File: config.mk
export PLATFORM = sky130hd
export DESIGN_NAME = jtpang_objdma_flat
export DESIGN_NICKNAME = d
export VERILOG_FILES = /design/src/rtl/jtpang_pkg.sv /design/src/rtl/jtpang_objdma_if.sv /design/src/rtl/jtframe_dual_ram.sv /design/src/rtl/jtpang_objdma.sv /design/src/flat_wrapper.sv
export SDC_FILE = /design/constraint.sdc
export NUM_CORES = 2
export LEC_CHECK = 0
export CORE_MARGIN = 2
export CORE_UTILIZATION = 34
export CTS_CLUSTER_SIZE = 30
export DETAILED_ROUTE_END_ITERATION = 16
export PLACE_DENSITY_LB_ADDON = 0.25
export SYNTH_ARGS = -nofsm -noshare
export SYNTH_HDL_FRONTEND = slang
export SYNTH_SLANG_ARGS = --single-unit
File: constraint.sdc
create_clock -name clk -period 2.7 [get_ports clk]
set_input_delay 0.27 -clock clk [delete_from_list [all_inputs] [get_ports clk]]
set_output_delay 0.27 -clock clk [all_outputs]
set_load 0.01 [all_outputs]
File: src/rtl/jtpang_pkg.sv
// Shared definitions for the jtpang object path (object DMA and sprite scanner).
package jtpang_pkg;
  localparam int          OBJ_AW   = 9;
  localparam int unsigned OBJ_LAST = 'h1FF;

  typedef enum logic [1:0] {IDLE, REQ, XFER, LAST} obj_st_t;
endpackage

File: src/rtl/jtpang_objdma_if.sv
// Z80 bus-master side of the object DMA: bus request/acknowledge and VRAM read path.
interface jtpang_objdma_if
  import jtpang_pkg::*;
#(
  parameter int AW = OBJ_AW
);
  logic          busrq;
  logic          busak_n;
  logic          dma_busy;
  logic [AW-1:0] dma_addr;
  logic [7:0]    dma_din;

  modport master (output busrq, dma_addr, dma_busy, input busak_n, dma_din);
  modport slave  (input busrq, dma_addr, dma_busy, output busak_n, dma_din);
endinterface

File: src/rtl/jtframe_dual_ram.sv
// Simple dual-port RAM: port 0 writes, port 1 reads with one clock of latency.
module jtframe_dual_ram #(
  parameter int DW = 8,
  parameter int AW = 9
)(
  input  logic          clk,
  input  logic [DW-1:0] data0,
  input  logic [AW-1:0] addr0,
  input  logic          we0,
  input  logic [AW-1:0] addr1,
  output logic [DW-1:0] q1
);
  logic [DW-1:0] mem [2**AW];

  // Read samples the array before this edge's write lands: same-address collisions return the old byte.
  always_ff @(posedge clk) begin
    if (we0) mem[addr0] <= data0;
    q1 <= mem[addr1];
  end
endmodule

File: src/rtl/jtpang_objdma.sv
// Object DMA: on a dma_go rising edge takes the Z80 bus and copies LAST+1 VRAM bytes into the object buffer.
// Define JTPANG_DMA_VBL_EN to hold the start of a pending transfer until vertical blank (LVBL low).
module jtpang_objdma
  import jtpang_pkg::*;
#(
  parameter int          AW   = OBJ_AW,
  parameter int unsigned LAST = OBJ_LAST
)(
  input  logic            clk,
  input  logic            rst,
  input  logic            cen,
  input  logic            LVBL,
  input  logic            dma_go,
  jtpang_objdma_if.master bus,
  input  logic [AW-1:0]   rd_addr,
  output logic [7:0]      rd_data
);
  localparam logic [AW-1:0] LAST_A = AW'(LAST);

  obj_st_t       r_st, w_st_nxt;
  logic [AW-1:0] r_addr, w_addr_nxt, w_waddr;
  logic          r_busrq, w_busrq_nxt, r_busy, w_busy_nxt, r_first, w_first_nxt;
  logic          r_pend, r_go_l, w_take, w_we, w_start_ok;

`ifdef JTPANG_DMA_VBL_EN
  assign w_start_ok = ~LVBL;
`else
  logic w_unused_lvbl;
  assign w_unused_lvbl = LVBL;
  assign w_start_ok    = 1'b1;
`endif

  // Edge detect runs every clk; a new edge wins over the IDLE consume so no request is lost.
  always_ff @(posedge clk) begin
    r_go_l <= dma_go;
    if (rst)                   r_pend <= 1'b0;
    else if (dma_go & ~r_go_l) r_pend <= 1'b1;
    else if (w_take)           r_pend <= 1'b0;
  end

  always_ff @(posedge clk) begin
    if (rst) begin
      r_st    <= IDLE;
      r_addr  <= '0;
      r_busrq <= 1'b0;
      r_busy  <= 1'b0;
      r_first <= 1'b0;
    end else if (cen) begin
      r_st    <= w_st_nxt;
      r_addr  <= w_addr_nxt;
      r_busrq <= w_busrq_nxt;
      r_busy  <= w_busy_nxt;
      r_first <= w_first_nxt;
    end
  end

  always_comb begin
    w_st_nxt    = r_st;
    w_addr_nxt  = r_addr;
    w_busrq_nxt = r_busrq;
    w_busy_nxt  = r_busy;
    w_first_nxt = r_first;
    w_take      = 1'b0;
    w_we        = 1'b0;
    w_waddr     = r_addr - AW'(1);
    case (r_st)
      IDLE: if (r_pend && w_start_ok) begin
        w_take      = cen;
        w_st_nxt    = REQ;
        w_addr_nxt  = '0;
        w_busrq_nxt = 1'b1;
        w_busy_nxt  = 1'b1;
        w_first_nxt = 1'b1;
      end
      REQ: if (!bus.busak_n) w_st_nxt = XFER;
      // VRAM data trails the address by one cen, so each step stores the previous address.
      XFER: if (!bus.busak_n) begin
        w_we        = cen & ~rst & ~r_first;
        w_first_nxt = 1'b0;
        if (r_addr == LAST_A) w_st_nxt = jtpang_pkg::LAST;
        else                  w_addr_nxt = r_addr + AW'(1);
      end
      default: if (!bus.busak_n) begin
        w_we        = cen & ~rst;
        w_waddr     = r_addr;
        w_st_nxt    = IDLE;
        w_busrq_nxt = 1'b0;
        w_busy_nxt  = 1'b0;
      end
    endcase
  end

  assign bus.busrq    = r_busrq;
  assign bus.dma_busy = r_busy;
  assign bus.dma_addr = r_addr;

  jtframe_dual_ram #(.DW(8), .AW(AW)) u_buf (
    .clk   (clk),
    .data0 (bus.dma_din),
    .addr0 (w_waddr),
    .we0   (w_we),
    .addr1 (rd_addr),
    .q1    (rd_data)
  );
endmodule

File: src/flat_wrapper.sv
// flat-port wrapper written by rule: the top's interface ports become plain ports
module jtpang_objdma_flat import jtpang_pkg::*;
#(
  parameter int          AW   = OBJ_AW,
  parameter int unsigned LAST = OBJ_LAST
)
  (clk, rst, cen, LVBL, dma_go, rd_addr, rd_data, bus_busrq, bus_dma_addr, bus_dma_busy, bus_busak_n, bus_dma_din);
  jtpang_objdma_if #(.AW(AW)) bus_i ();
  input  logic clk;
  input  logic rst;
  input  logic cen;
  input  logic LVBL;
  input  logic dma_go;
  input  logic [AW-1:0] rd_addr;
  output logic [7:0] rd_data;
  output wire logic [$bits(bus_i.busrq)-1:0] bus_busrq;
  output wire logic [$bits(bus_i.dma_addr)-1:0] bus_dma_addr;
  output wire logic [$bits(bus_i.dma_busy)-1:0] bus_dma_busy;
  input wire logic [$bits(bus_i.busak_n)-1:0] bus_busak_n;
  input wire logic [$bits(bus_i.dma_din)-1:0] bus_dma_din;
  assign bus_busrq = bus_i.busrq;
  assign bus_dma_addr = bus_i.dma_addr;
  assign bus_dma_busy = bus_i.dma_busy;
  assign bus_i.busak_n = bus_busak_n;
  assign bus_i.dma_din = bus_dma_din;
  jtpang_objdma #(.AW(AW), .LAST(LAST)) u_core (.clk(clk), .rst(rst), .cen(cen), .LVBL(LVBL), .dma_go(dma_go), .bus(bus_i), .rd_addr(rd_addr), .rd_data(rd_data));
endmodule
==> flow_summary.ini <==
[global_routing]
grt_use_total_pct = 19.0
grt_pass1_vias = 89975
grt_max_degree = 135
grt-ovfl-total = 0
antenna_found_initial = 24
grt_pass1_wl_um = 667000

[worst_hold_path]
hp-class = primary input to flip-flop

[worst_setup_path]
cp-startpoint = rd_addr[7]
crit_cells = 13
cp.arrival_ns = 3.70
slowest_delay_ns = 0.70
end_kind = flip-flop
critical_path.top_delay_family = simple AND/OR/NAND/NOR gates
critPathMostFrequentCell = buf_4
worst-path-buf-inv = 6
slowest_stage = clkdlybuf4s50_1
cp.required_ns = 3.62
crit_path_max_fanout = 4
cp_cell_sequence = clkdlybuf4s50_1 > buf_4 > and2b_1 > buf_4 > nand2_1 > nor3_1 > buf_4 > nor4_1 > buf_4 > nand4_1 > buf_4 > nor4_1 > and3_1
r2r_cells = 11
crit_type = primary input to flip-flop
r2r_slack_ns = -0.06
crit_path_start_kind = primary input
r2r-end = u_core.u_buf.mem[453][4]$_DFFE_PP_
endpoint = u_core.u_buf.q1[1]$_DFF_P_
r2r_start = u_core.bus.dma_addr[2]$_SDFFE_PP0P_

[logic_synthesis]
synthTopCellsByCount = edfxtp_1 (4096), mux2i_1 (720), mux4_2 (669)
synth_nets = 8221
synth_most_common_cell = edfxtp_1
yosys_warnings = 0
syn-cell-area_sq_um = 162000
yosysSeqAreaShare_pct = 76.2
synth-seq-cells = 4119
syn_inst = 8190
yosys.area.top_type_share_pct = 76.0
synth-edff-count = 4096
synth_area_leaders = edfxtp_1 (76%), mux4_2 (9.3%), mux2i_1 (4.5%)
synth-async-reset-ratio_pct = 0
syn_area_per_cell_sq_um = 19.8
ys_types = 70
yosysTopAreaCell = edfxtp_1
synth_top_flop_cell = edfxtp_1

[floorplanning]
core_sq_um = 475000
dieArea_sq_um = 482000
die_y_um = 694
fp.dieW_um = 694
pin_count = 42
num_rows = 253
start_util_pct = 34.1

[layout]
drive_gt1_share_pct = 33.4
area_growth_pct = 23.6
fin_nets = 10015

[clock_network]
tritoncts = done
cts-root-buf = clkbuf_16
insertion_delay_ns = 1.02
htreeDepth = 5
cts_num_sinks = 4119
clock_path_buffers = 4
path_clk_slew_ns = 0.06
cts_buffers = 424

[timing]
fmax_ghz = 0.360
final.min_clock_period_ns = 2.78
period_share_pct = 103
worst_hold_slack_ns = 0.317
skew_ns = 0.0848
finalHoldViolCount = 0
setup_tns_ns = -15.13
relSlewSlack_pct = 40.2
finalSetupViolCount = 768
final_max_slew_viol_count = 0
worstMarginPinSlew_ns = 0.897
rsz0062_at_grt = true
fin_ws_ns = -0.0759

[placement]
hpwlAfterDp_um = 315000
numPortBuffers = 40
gp_congestion = 0.910

[detailed_routing]
wl_per_cell_um = 28.3
ant_nets = 0
drtIter0Drc = 9889
drc = 0
num_vias = 88377
routed_wl_um = 470000
dr.pass1.iters = 6
via_per_inst = 5.33

[power_and_ir_drop]
leakage_nw = 66.7
powerDensity_nw_per_um2 = 686
ir_worst_vdd_mv = 0.843

[run_status]
status = complete, but fails checks
violations = negative setup slack

[flow_run]
drv_cap = 0
==> kinds of logic after synthesis <==
| logic type | share of synthesized area, % |
|---|---|
| XOR/XNOR | 0.0757 |
| multiplexers | 14.1 |
| AO/OA/AOI/OAI | 4.00 |
| flip-flops | 76.2 |
| AND/OR/NAND/NOR | 3.33 |
| adder cells (fa/ha/maj) | 0.0618 |
| buffers and inverters | 2.21 |
==> layer usage <==
layer  global-route usage, %  vias to the layer above  routed length, um
li1                        -                    37643                  -
met1                    27.2                    46913             205000
met2                    30.6                     3171             221000
met3                    2.93                      644              31700
met4                    4.71                        6              12800
met5                       0                        -                 35
==> how the worst min path moves through the flow <==
| stage | from | end | slack, ns | cells past startpoint |
|---|---|---|---|---|
| detailed placement | u_core.r_pend$_SDFFE_PP0P_ | u_core.r_pend$_SDFFE_PP0P_ | 0.49 | 2 |
| global route | bus_dma_din[4] | u_core.u_buf.mem[269][4]$_DFFE_PP_ | 0.29 | 2 |
| global placement | u_core.r_pend$_SDFFE_PP0P_ | u_core.r_pend$_SDFFE_PP0P_ | 0.47 | 2 |
| finish | bus_dma_din[4] | u_core.u_buf.mem[269][4]$_DFFE_PP_ | 0.32 | 2 |
| floorplan | dma_go | u_core.r_go_l$_DFF_P_ | 0.30 | 0 |
| CTS | bus_dma_din[2] | u_core.u_buf.mem[21][2]$_DFFE_PP_ | 0.25 | 2 |
==> flip-flops by register name, summed over array words and instances (netlist names) <==
register,flops
u_core.u_buf.mem,4096
u_core.r_first,1
u_core.r_pend,1
u_core.bus.dma_addr,9
u_core.r_go_l,1
u_core.u_buf.q1,8
u_core.bus.busrq,1
u_core.r_st,2
==> worst reg2reg max path, stage by stage, from the launching register on <==
cell and delay [ns]:
dfxtp_2 0.33, nor3_4 0.19, nand3_2 0.11, or3_4 0.50, xnor2_4 0.20, buf_6 0.13, nor2_4 0.21, buf_12 0.19
nand2_8 0.10, buf_12 0.18, nor2_1 0.12, buf_6 0.17
==> placed cells by master (no fill, tap or decap), types with 17 or more instances in the layout <==
cell	count
edfxtp_1	4096
buf_4	1434
mux2i_1	720
mux4_2	669
clkbuf_16	427
nor2_1	400
buf_12	302
o221ai_1	246
o22ai_1	214
a21oi_1	172
nor2_2	154
nor3_1	140
nand2_1	132
clkinv_1	113
buf_6	93
clkinv_2	81
o21ai_0	75
nand4_1	62
clkbuf_1	60
bufinv_16	57
nor4_1	49
a22oi_1	44
a211oi_1	44
nor2_4	39
or2_2	32
a31oi_1	26
clkdlybuf4s50_1	26
nand2b_1	20
and2_1	20
or3_1	20
mux4_1	19
nor3_2	19
nand2_4	18
nand3_1	17
o221ai_2	17
dfxtp_1	17
==> final cells by class <==
type                       instances  area (sq um)
sequential                      4119        123000
inverter                          11          53.8
fill                           41316        274000
clock buffer                     489         10900
tap                             6247          7820
clock inverter                   296          3220
timing repair buffer            1888         18600
multi-input combinational       3540         36100
antenna                            4          10.0
==> power breakdown <==
group	internal, mW	total, mW	leakage [nW]	switching, mW
clock network	34.5	59.5	6.89	25.0
registers	70.3	70.4	37.0	0.0894
logic	2.93	7.46	22.8	4.53
==> stage by stage <==
stage	cells	setup slack [ns]	instance area, sq um	util [%]	power, mW
floorplan	8190	-0.0815	162000	-	75.0
global placement	15784	-1.57	185000	38.9	79.1
detailed placement	15784	-1.50	185000	38.9	79.2
CTS	16586	-0.0823	199000	42.0	138
global route	16592	-0.132	200000	42.2	141
finish	16594	-0.0759	200000	42.2	137
==> timing repair <==
action	CTS	global route
hold buffers	11	0
setup buffers	2	3
pin swaps	6	11
hold endpoints to repair	1035	0
resized for setup	112	219
cloned	4	1
setup endpoints to repair	4106	3976
(Power assumes the default switching activity.)
